$ cat src/rtl/imem_loader.sv
`default_nettype none
// ============================================================================
// Module      : imem_loader
// Description : Boot-time program loader. Packs a byte stream (valid/ready)
//               into 32-bit little-endian words, writes them sequentially to
//               the core's instruction memory, and holds the core in reset
//               (active-low core_rst) until the requested word count has been
//               written.
// Revision    : 1.0 - initial release
// ============================================================================
module imem_loader #(
    parameter int ADDR_WIDTH = 8
) (
    input  logic                  clk,
    input  logic                  rst,
    input  logic                  start,
    input  logic [ADDR_WIDTH:0]   load_words,
    input  logic                  byte_valid,
    input  logic [7:0]            byte_data,
    output logic                  byte_ready,
    output logic                  mem_we,
    output logic [ADDR_WIDTH-1:0] mem_addr,
    output logic [31:0]           mem_wdata,
    output logic                  core_rst,
    output logic                  busy,
    output logic                  done,
    output logic                  err,
    output logic [7:0]            checksum
);

    // ------------------------------------------------------------------------
    // Constants
    // ------------------------------------------------------------------------
    localparam logic [1:0] c_IDLE  = 2'd0;
    localparam logic [1:0] c_LOAD  = 2'd1;
    localparam logic [1:0] c_WRITE = 2'd2;
    localparam logic [1:0] c_DONE  = 2'd3;

    // DEPTH = 2**ADDR_WIDTH, expressed in the (ADDR_WIDTH+1)-bit count width
    localparam logic [ADDR_WIDTH:0] c_DEPTH    = {1'b1, {ADDR_WIDTH{1'b0}}};
    localparam logic [ADDR_WIDTH:0] c_CNT_ZERO = '0;
    localparam logic [ADDR_WIDTH:0] c_CNT_ONE  = {{ADDR_WIDTH{1'b0}}, 1'b1};

    // ------------------------------------------------------------------------
    // State and registered outputs
    // ------------------------------------------------------------------------
    logic [1:0]            r_state;
    logic [1:0]            w_next;

    logic [ADDR_WIDTH:0]   r_count;
    logic [ADDR_WIDTH:0]   r_word_idx;
    logic [1:0]            r_byte_idx;
    logic [23:0]           r_asm;

    logic                  r_byte_ready;
    logic                  r_mem_we;
    logic [ADDR_WIDTH-1:0] r_mem_addr;
    logic [31:0]           r_mem_wdata;
    logic                  r_core_rst;
    logic                  r_busy;
    logic                  r_done;
    logic                  r_err;
    logic [7:0]            r_checksum;

    // ------------------------------------------------------------------------
    // Decodes
    // ------------------------------------------------------------------------
    logic                  w_count_ok;
    logic                  w_can_start;
    logic                  w_start_ok;
    logic                  w_start_bad;
    logic                  w_accept;
    logic                  w_last_byte;
    logic [ADDR_WIDTH:0]   w_word_idx_inc;
    logic                  w_last_word;

    // A count is usable only if it is non-zero and fits the memory
    assign w_count_ok     = (load_words != c_CNT_ZERO) && (load_words <= c_DEPTH);
    // start is only honoured while no load is in flight
    assign w_can_start    = (r_state == c_IDLE) || (r_state == c_DONE);
    assign w_start_ok     = w_can_start && start &&  w_count_ok;
    assign w_start_bad    = w_can_start && start && !w_count_ok;
    // byte_ready is high only in LOAD, so this also gates byte_valid by state
    assign w_accept       = (r_state == c_LOAD) && byte_valid && r_byte_ready;
    assign w_last_byte    = (r_byte_idx == 2'd3);
    assign w_word_idx_inc = r_word_idx + c_CNT_ONE;
    assign w_last_word    = (w_word_idx_inc == r_count);

    // State register
    always_ff @(posedge clk) begin
        if (rst) begin
            r_state <= c_IDLE;
        end else begin
            r_state <= w_next;
        end
    end

    // Next-state logic
    always_comb begin
        w_next = r_state;
        case (r_state)
            c_IDLE: begin
                if (w_start_ok) begin
                    w_next = c_LOAD;
                end
            end
            c_LOAD: begin
                if (w_accept && w_last_byte) begin
                    w_next = c_WRITE;
                end
            end
            c_WRITE: begin
                w_next = w_last_word ? c_DONE : c_LOAD;
            end
            c_DONE: begin
                if (w_start_ok) begin
                    w_next = c_LOAD;
                end
            end
            default: begin
                w_next = c_IDLE;
            end
        endcase
    end

    // Control outputs registered from the next state so they line up with it;
    // core_rst only rises on entry to DONE, i.e. after the final write cycle
    always_ff @(posedge clk) begin
        if (rst) begin
            r_byte_ready <= 1'b0;
            r_mem_we     <= 1'b0;
            r_busy       <= 1'b0;
            r_core_rst   <= 1'b0;
            r_done       <= 1'b0;
        end else begin
            r_byte_ready <= (w_next == c_LOAD);
            r_mem_we     <= (w_next == c_WRITE);
            r_busy       <= (w_next == c_LOAD) || (w_next == c_WRITE);
            r_core_rst   <= (w_next == c_DONE);
            r_done       <= (w_next == c_DONE);
        end
    end

    // Error flag: set by a rejected start, cleared by an accepted one
    always_ff @(posedge clk) begin
        if (rst) begin
            r_err <= 1'b0;
        end else if (w_start_ok) begin
            r_err <= 1'b0;
        end else if (w_start_bad) begin
            r_err <= 1'b1;
        end
    end

    // Load bookkeeping: word count, word index, byte index and running checksum
    always_ff @(posedge clk) begin
        if (rst) begin
            r_count    <= '0;
            r_word_idx <= '0;
            r_byte_idx <= 2'd0;
            r_checksum <= 8'h00;
        end else if (w_start_ok) begin
            r_count    <= load_words;
            r_word_idx <= '0;
            r_byte_idx <= 2'd0;
            r_checksum <= 8'h00;
        end else begin
            if (w_accept) begin
                r_byte_idx <= r_byte_idx + 2'd1;
                r_checksum <= r_checksum ^ byte_data;
            end
            if (r_state == c_WRITE) begin
                r_word_idx <= w_word_idx_inc;
            end
        end
    end

    // Word assembly: bytes 0..2 collect in r_asm; byte 3 completes the word
    // and captures the write address so both hold steady through WRITE
    always_ff @(posedge clk) begin
        if (rst) begin
            r_asm       <= 24'h0;
            r_mem_wdata <= 32'h0;
            r_mem_addr  <= '0;
        end else if (w_start_ok) begin
            r_mem_addr  <= '0;
        end else if (w_accept) begin
            case (r_byte_idx)
                2'd0: r_asm[7:0]   <= byte_data;
                2'd1: r_asm[15:8]  <= byte_data;
                2'd2: r_asm[23:16] <= byte_data;
                default: begin
                    r_mem_wdata <= {byte_data, r_asm};
                    r_mem_addr  <= r_word_idx[ADDR_WIDTH-1:0];
                end
            endcase
        end
    end

    // ------------------------------------------------------------------------
    // Output assignments
    // ------------------------------------------------------------------------
    assign byte_ready = r_byte_ready;
    assign mem_we     = r_mem_we;
    assign mem_addr   = r_mem_addr;
    assign mem_wdata  = r_mem_wdata;
    assign core_rst   = r_core_rst;
    assign busy       = r_busy;
    assign done       = r_done;
    assign err        = r_err;
    assign checksum   = r_checksum;

endmodule
`default_nettype wire

$ cat config.mk
export PLATFORM = sky130hd
export DESIGN_NAME = imem_loader
export DESIGN_NICKNAME = d
export VERILOG_FILES = /design/src/rtl/imem_loader.sv
export SDC_FILE = /design/constraint.sdc
export NUM_CORES = 1
export LEC_CHECK = 0
export BUFFER_PORTS_ARGS = -buffer_cell sky130_fd_sc_hd__buf_4
export CORE_MARGIN = 2
export CORE_UTILIZATION = 55
export CTS_CLUSTER_DIAMETER = 150
export DETAILED_ROUTE_END_ITERATION = 6
export PLACE_DENSITY = 0.79
export REMOVE_ABC_BUFFERS = 1
export SLEW_MARGIN = 20
export SYNTH_ARGS = -nofsm -noshare
export SYNTH_HDL_FRONTEND = slang
export SYNTH_SLANG_ARGS = --single-unit
$ cat constraint.sdc
create_clock -name clk -period 5.8 [get_ports clk]
set_clock_uncertainty 0.2 [all_clocks]
set_input_delay 0.87 -clock clk [delete_from_list [all_inputs] [get_ports clk]]
set_output_delay 0.87 -clock clk [all_outputs]
set_load 0.05 [all_outputs]
==> results.md, run 1 <==
* Final-report setup violation count at 0
* Non-Filler Instances at 617
* M1 WL at 3807 um
* Starting density of the core at 57.16%
* Leak at 0.002092 uW
* Clock root cell: clkbuf_8
* Wire length per cell at 13.87 um
* Std-Cell Rows at 31
* Ys async rst share at 0%
* GPL Wtd Cong at 0.8141
* Slew @ Worst Pin at 0.6998 ns
* Largest net degree at the start of global routing at 73
* Area of the core at 0.007331 mm^2
* Top sig layer: met4
* DRC Markers at 0
* Critical path startpoint category: flip-flop
* Most frequent cells in the layout: nand2_1 (99), dfxtp_1 (99), buf_4 (75)
* Post-Syn Area at 0.004190 mm^2
* Synth area leaders: dfxtp_1 (47%), nand2_1 (8.9%), mux2i_1 (7.9%)
* Post-CTS setup buffers at 0
* Initial antenna violation count at 0
* Fin. Hold Viols at 0
* Cell type with the largest total area after synthesis: dfxtp_1
* Hold-fix buffers, CTS at 0
* WP data arrival at 3.30 ns
* # IOs at 75
* Met3 routed WL at 299 um
* Unrepaired setup endpoints after global routing: false
* Die H at 91.29 um
* Setup TNS at 0 ns
* First-pass GRT wire length at 14540 um
* CP Capture Type: flip-flop
* Num CTS Buffers at 9
* Remaining antenna violation count at 0
* Seq/Total Area, Yosys at 47.30%
* Wire length on met2 at 4314 um
* CTS sink cnt at 99
* Post-CTS Resized at 0
* Critical path class: flip-flop to flip-flop
* Via count of the first global-routing pass at 3072
* Critical path cell sequence: inv_1 > ha_1 > and3_1 > nand2_1 > nor3_4 > buf_16 > nand2_1 > a21oi_1
* Final Power at 1493 uW
* Die width at 91.29 um
* Synth unique cells at 39
* Via density at 5.207
* Worst VDD drop at 152.0 uV
* Min-delay worst type: flip-flop to flip-flop
* Share of the synthesized area in the top cell type at 47.30%
* Initial drt markers at 149
* Share of layout cells above drive strength 1 at 23.55%
* Final layout net count at 544
* CP required at 5.89 ns
* Slew Limit Fails at 0
* Ys flop type: dfxtp_1
* Gr usage total at 21.60%
* Count of yosys warnings during synthesis at 0
* Mapped Avg Cell Area at 9.230 um^2
* Ant. Diodes at 0
* #FFs+latches synth at 99
* Filler cells at 580
* Final min period at 3.213 ns
* Final period utilization at 55.39%
* Vias at 3213
* Power density over cell area at 300.8 mW/mm^2
* Worst slew margin at 53.34%
* Worst reg-to-reg setup slack at 2.59 ns
* Die area at 0.008333 mm^2
* Htree depth at 3
* # port buffers at 74
* Worst-path fanout max at 20
* Pre-Repair DR Iteration Count at 4
* GR Overflow Total at 0
* Placed cells at 601
* CTS Buffer Depth at 2
* CP most frequent cell: nand2_1
* Cells after synthesis at 454
* Outcome: complete, no violations
* DP HPWL at 5845 um
* Clk pin slew, worst setup/hold paths at 0.10 ns
* Max Clock Freq at 311.3 MHz
* Clock latency on the worst-skew pair at 0.36 ns
* Slowest cell on the critical path: nor3_4
* Syn-to-layout area delta at 18.45%
* Post-synth EDFFs at 0
* Max-cap violations at 0
* Final WL at 8557 um
* Critical Path Max Stage Delay at 0.70 ns
* CTS tree: done
## stage by stage
stage | area (um^2) | utilization [%] | hold WS (ns) | setup slack (ns)
final | 4964 | 67.71 | 0.2531 | 2.587
after global routing | 4964 | 67.71 | 0.2801 | 2.349
after CTS | 4964 | 67.71 | 0.2570 | 2.587
after detailed placement | 4757 | 64.89 | 0.2432 | 2.390
after global placement | 4725 | 64.45 | 0.2355 | 2.126
after floorplan | 4030 | - | 0.2255 | 2.508
## flip-flops by register name, summed over array words and instances, names as in the netlist
signal / flops
mem_we: 1
byte_ready: 1
r_word_idx: 9
done: 1
mem_wdata: 32
busy: 1
r_count: 9
err: 1
mem_addr: 8
r_asm: 24
r_state: 2
checksum: 8
r_byte_idx: 2
## synth_stat cells, types with 9 or more instances
cell,n
dfxtp_1,99
buf_2,9
mux2i_1,33
nand3_1,9
a21oi_1,43
ha_1,10
nand2_1,99
clkbuf_1,14
nor2_4,20
xnor2_1,10
xor2_1,20
nor2_1,41
## final cells by class
type	count	area (um^2)	share of cell area [%]
inverters	5	18.77	0.3781
flip-flops and latches	99	1982	39.93
repair buffers	76	590.6	11.90
multi-input cells	322	2042	41.14
well taps	99	123.9	2.496
clock buffers	9	123.9	2.496
clock inverters	7	82.58	1.664
## logic make-up (layout without fill, tap and decap cells)
group,count (synthesis),count (layout),share of synthesized area (%)
mux,33,33,7.883
xor+xnor,30,30,6.270
buf+inv,33,97,4.270
fa+ha+maj,10,10,2.986
flops,99,99,47.30
compound gates,56,56,7.405
simple gates,193,193,23.89
## layer usage
metal	GRT usage [%]	vias up
li1	-	1605
met1	26.76	1532
met2	38.02	64
met3	3.154	12
met4	7.955	0
met5	0	-
## critical path, delay by kind of cell, from the launching register on
| kind | cells | cell delay (ns) |
|---|---|---|
| AOI/OAI and AO/OA | 1 | 0.15 |
| adders and majority gates | 1 | 0.25 |
| buffers and inverters | 2 | 0.32 |
| DFF | 1 | 0.35 |
| and+or+nand+nor | 4 | 1.86 |
## report_power, final
part / switching, uW / internal [uW]
Sequential: 22.0 / 710
Clock: 252 / 208
Combinational: 194 / 108
## path summary, 6_finish.rpt
path                                 start       endpoint  cells past startpoint
worst max-delay path            r_state[1]   mem_wdata[5]                      8
worst min-delay path             r_asm[16]  mem_wdata[16]                      2
worst max register to register  r_state[1]   mem_wdata[5]                      8
worst min register to register   r_asm[16]  mem_wdata[16]                      2
(Power assumes the default switching activity.)
==> run 2, diff against run 1 <==
==> constraint.sdc (replaced) <==
create_clock -name clk -period 3.3 [get_ports clk]
set_clock_uncertainty 0.2 [all_clocks]
set_input_delay 0.495 -clock clk [delete_from_list [all_inputs] [get_ports clk]]
set_output_delay 0.495 -clock clk [all_outputs]
set_load 0.05 [all_outputs]
==> run 2 against run 1 <==
Net effect:
- sequential power grew 76%
- maximum frequency increased by 29%
- clock power up 61%
- critical endpoint is now busy
- design area hardly changed
==> results.md, run 2 (synthesis gave the netlist of run 1 again) <==
* Outcome: complete, no violations
* First-pass GRT wire length at 14040 um
* Worst reg2reg path depth at 8
* WHS at 0.1882 ns
* Num CTS Buffers at 9
* Worst-path fanout max at 7
* Gr usage total at 20.82%
* Fin. Hold Viols at 0
* Slew @ Worst Pin at 0.7104 ns
* WP data arrival at 2.59 ns
* Die H at 91.29 um
* Worst VDD drop at 287.9 uV
* Critical path class: flip-flop to flip-flop
* Share of layout cells above drive strength 1 at 23.80%
* # IOs at 75
* Min-delay worst type: input port to flip-flop
* Worst slew margin at 52.64%
* Setup WS pre-CTS at 0.7598 ns
* Remaining antenna violation count at 0
* Worst reg-to-reg setup slack at 0.81 ns
* Setup TNS at 0 ns
* Std-Cell Rows at 31
* Clock root cell: clkbuf_8
* Final-report setup violation count at 0
* Final layout net count at 547
* Starting density of the core at 57.16%
* Slew Limit Fails at 0
* Largest net degree at the start of global routing at 72
* Critical path cell sequence: ha_1 > or4bb_1 > o211ai_1 > a21o_1 > nand3_1 > o21a_1 > ha_1 > nor2_1
* DP HPWL at 5733 um
* Power density over cell area at 516.8 mW/mm^2
* Final period utilization at 75.55%
* Syn-to-layout area delta at 18.39%
* Critical path startpoint category: flip-flop
* CP Capture Type: flip-flop
* CTS Buffer Depth at 2
* # port buffers at 74
* Leak at 0.002096 uW
* Max-cap violations at 0
* Final WL at 8234 um
* Vias at 3173
* Worst setup margin at 0.8067 ns
* Most frequent cells in the layout: nand2_1 (99), dfxtp_1 (99), buf_4 (78)
* CP most frequent cell: ha_1
* Htree depth at 3
* GR Overflow Total at 0
* Ant. Diodes at 0
* R2R Path Start: r_word_idx[0]
* Critical Path Source: r_word_idx[0]
* Max FFs per register at 32
* Initial antenna violation count at 0
* Via count of the first global-routing pass at 3077
* Clk pin slew, worst setup/hold paths at 0.10 ns
* Area of the core at 0.007331 mm^2
* CP required at 3.39 ns
* Post-CTS setup buffers at 0
* Wire length per cell at 13.28 um
* Slowest cell on the critical path: or4bb_1
* CTS tree: done
* CTS sink cnt at 99
* Hold depth at 3
* Unrepaired setup endpoints after global routing: false
* Post-CTS Resized at 0
* GPL Wtd Cong at 0.8129
* DRC Markers at 0
* Final min period at 2.493 ns
* Clock latency on the worst-skew pair at 0.36 ns
* Die width at 91.29 um
* Die area at 0.008333 mm^2
* Hold_sp: load_words[7]
* Pre-Repair DR Iteration Count at 4
* Hold-fix buffers, CTS at 0
* Via density at 5.118
* Core Util, Final at 67.67%
* Critical Path Max Stage Delay at 0.51 ns
* Max Clock Freq at 401.1 MHz
* Initial drt markers at 122
[run 2: layer usage]
metal / global-route usage, % / part of all wire, %
met4: 7.449 / 1.4
met5: 0 / 0
met1: 25.75 / 44
met2: 36.42 / 50
met3: 3.568 / 3.9
[run 2: through the flow]
| stage | cells | total power (uW) | instance area (um^2) |
|---|---|---|---|
| CTS | 620 | 2588 | 4961 |
| floorplan | 426 | 1693 | 4030 |
| global route | 620 | 2691 | 4961 |
| detailed placement | 604 | 1854 | 4767 |
| finish | 620 | 2564 | 4961 |
| global placement | 604 | 1839 | 4767 |
[run 2: cell type report]
class                           count  area, um^2
Sequential cell                    99        1982
Multi-Input combinational cell    322        2037
Fill cell                         597        2370
Tap cell                           99       123.9
Clock buffer                        9       123.9
Timing Repair Buffer               79       605.6
Clock inverter                      7       70.07
Inverter                            5       18.77
[run 2: critical path, delay by kind of cell (launching register included)]
family	cells	cell delay, ns
fa+ha+maj	2	0.60
flops	1	0.48
compound gates	3	0.43
simple gates	3	0.71
[run 2: final timing paths]
kind / end
setup / recovery: busy
hold / removal: r_count[7]
setup reg to reg: busy
hold reg to reg: mem_wdata[15]
[run 2: power by group]
part	leakage, uW	total (uW)	internal, uW	switching [uW]
logic	0.00120	537	196	342
clock network	0.0000951	741	293	448
registers	0.000799	1290	1250	38.6
==> run 3, diff against run 2 <==
--- a/config.mk
+++ b/config.mk
@@ -7,10 +7,10 @@
 export LEC_CHECK = 0
 export BUFFER_PORTS_ARGS = -buffer_cell sky130_fd_sc_hd__buf_4
 export CORE_MARGIN = 2
-export CORE_UTILIZATION = 55
+export CORE_UTILIZATION = 50
 export CTS_CLUSTER_DIAMETER = 150
 export DETAILED_ROUTE_END_ITERATION = 6
-export PLACE_DENSITY = 0.79
+export PLACE_DENSITY = 0.76
 export REMOVE_ABC_BUFFERS = 1
 export SLEW_MARGIN = 20
 export SYNTH_ARGS = -nofsm -noshare
==> constraint.sdc (replaced) <==
create_clock -name clk -period 2.2 [get_ports clk]
set_clock_uncertainty 0.2 [all_clocks]
set_input_delay 0.33 -clock clk [delete_from_list [all_inputs] [get_ports clk]]
set_output_delay 0.33 -clock clk [all_outputs]
set_load 0.05 [all_outputs]
==> run 3 against run 2 <==
Net effect:
- hold slack got worse by 0.17 ns
- global-route usage fell by 0.12 points
- utilization shrank 1.4 points
- clock power increased by 58%
- largest cell class unchanged
- largest power group unchanged
- critical endpoint is now mem_wdata[18]
- sequential power rose by 49%
- design area is 9.2% higher
- via count rose by 6.2%
==> results.md, run 3 (synthesis gave the netlist of run 1 again) <==
* CP Capture Type: flip-flop
* CTS sink cnt at 99
* Worst slew margin at 71.30%
* Commonest non-fill, non-tap cell in the layout: buf_4
* Final period utilization at 97.98%
* Final min period at 2.156 ns
* Htree depth at 3
* Leak at 0.002284 uW
* Worst-path fanout max at 16
* Max FFs per register at 32
* Area of the core at 0.008175 mm^2
* Fin. Hold Viols at 0
* Syn-to-layout area delta at 29.29%
* Max Clock Freq at 463.9 MHz
* Clock latency on the worst-skew pair at 0.37 ns
* Gr usage total at 20.70%
* Hold-fix buffers, CTS at 0
* Setup TNS at 0 ns
* Remaining antenna violation count at 0
* Worst setup margin at 0.04447 ns
* Pre-Repair DR Iteration Count at 4
* Largest net degree at the start of global routing at 47
* WP data arrival at 2.26 ns
* GPL Wtd Cong at 0.8370
* CTS tree: done
* WHS at 0.01824 ns
* Share of layout cells above drive strength 1 at 31.88%
* Std-Cell Rows at 33
* Initial drt markers at 94
* Setup WS pre-CTS at -0.03438 ns
* Power density over cell area at 765.9 mW/mm^2
* Worst VDD drop at 538.6 uV
* DRC Markers at 0
* Die width at 95.55 um
* Ant. Diodes at 0
* Clk pin slew, worst setup/hold paths at 0.11 ns
* Final layout net count at 575
* CTS Buffer Depth at 2
* Max-cap violations at 0
* Slew Limit Fails at 0
* Wire length per cell at 14.57 um
* Num CTS Buffers at 9
* First-pass GRT wire length at 14720 um
* Via density at 5.153
* Slew @ Worst Pin at 0.4305 ns
* Final Power at 4150 uW
* CP required at 2.30 ns
* Die H at 95.55 um
* Vias at 3370
* Most frequent cells in the layout: buf_4 (99), nand2_1 (96), dfxtp_1 (95)
* Clock root cell: clkbuf_8
* Outcome: complete, no violations
* Min-delay worst type: input port to flip-flop
* Starting density of the core at 51.25%
* GR Overflow Total at 0
* DP HPWL at 6321 um
* # port buffers at 74
* Final-report setup violation count at 0
* Die area at 0.009129 mm^2
* Via count of the first global-routing pass at 3169
* # IOs at 75
* Critical path startpoint category: flip-flop
* Initial antenna violation count at 0
* Critical path class: flip-flop to flip-flop
* Final WL at 9531 um
[run 3: through the flow]
| stage | std cells | area, um^2 | utilization (%) |
|---|---|---|---|
| after floorplan | 426 | 4030 | - |
| after global placement | 631 | 4982 | 60.94 |
| after detailed placement | 631 | 4982 | 60.94 |
| after CTS | 647 | 5201 | 63.62 |
| after global routing | 654 | 5418 | 66.27 |
| final | 654 | 5418 | 66.27 |
[run 3: final timing paths]
| check | startpoint | endpoint | slack, ns | depth (start not counted) |
|---|---|---|---|---|
| worst min register to register | r_asm[14] | mem_wdata[14] | 0.26 | 2 |
| worst max register to register | r_state[1] | mem_wdata[18] | 0.04 | 9 |
| worst min-delay path | load_words[0] | r_count[0] | 0.02 | 3 |
| worst max-delay path | r_state[1] | mem_wdata[18] | 0.04 | 9 |
[run 3: report_power, final]
part	switching, uW	internal, uW	leakage (uW)
combinational	610	446	0.00138
clock	713	456	0.000104
sequential	51.4	1870	0.000801
total	1370	2770	0.00228
[run 3: final cells by class]
type / instances / area, um^2
multi-input combinational: 322 / 2173
tap: 105 / 131.4
timing repair buffer: 107 / 904.6
clock inverter: 7 / 78.83
fill: 656 / 2758
clock buffer: 9 / 123.9
inverter: 5 / 18.77
sequential: 99 / 1987
[run 3: what timing repair did]
item,4_1_cts,5_1_grt
pin swaps,0,16
endpoints found under the hold margin,0,0
endpoints found under the setup margin,6,61
gates resized for setup,4,28
cloned,0,2
setup buffers,0,5
[run 3: worst max-delay path, stage by stage (launching register included)]
cell and delay [ns]:
dfxtp_1 0.42, ha_4 0.23, and3_1 0.19, and3_4 0.20, buf_4 0.15, nor3_4 0.17, buf_4 0.17, clkbuf_16 0.17
nand2_1 0.07, a21oi_1 0.11
[run 3: layer usage]
layer | routed length (um) | global-route usage [%]
met3 | 535 | 3.478
met5 | 0 | 0
met2 | 4760 | 35.49
met1 | 4054 | 25.33
met4 | 180 | 9.405
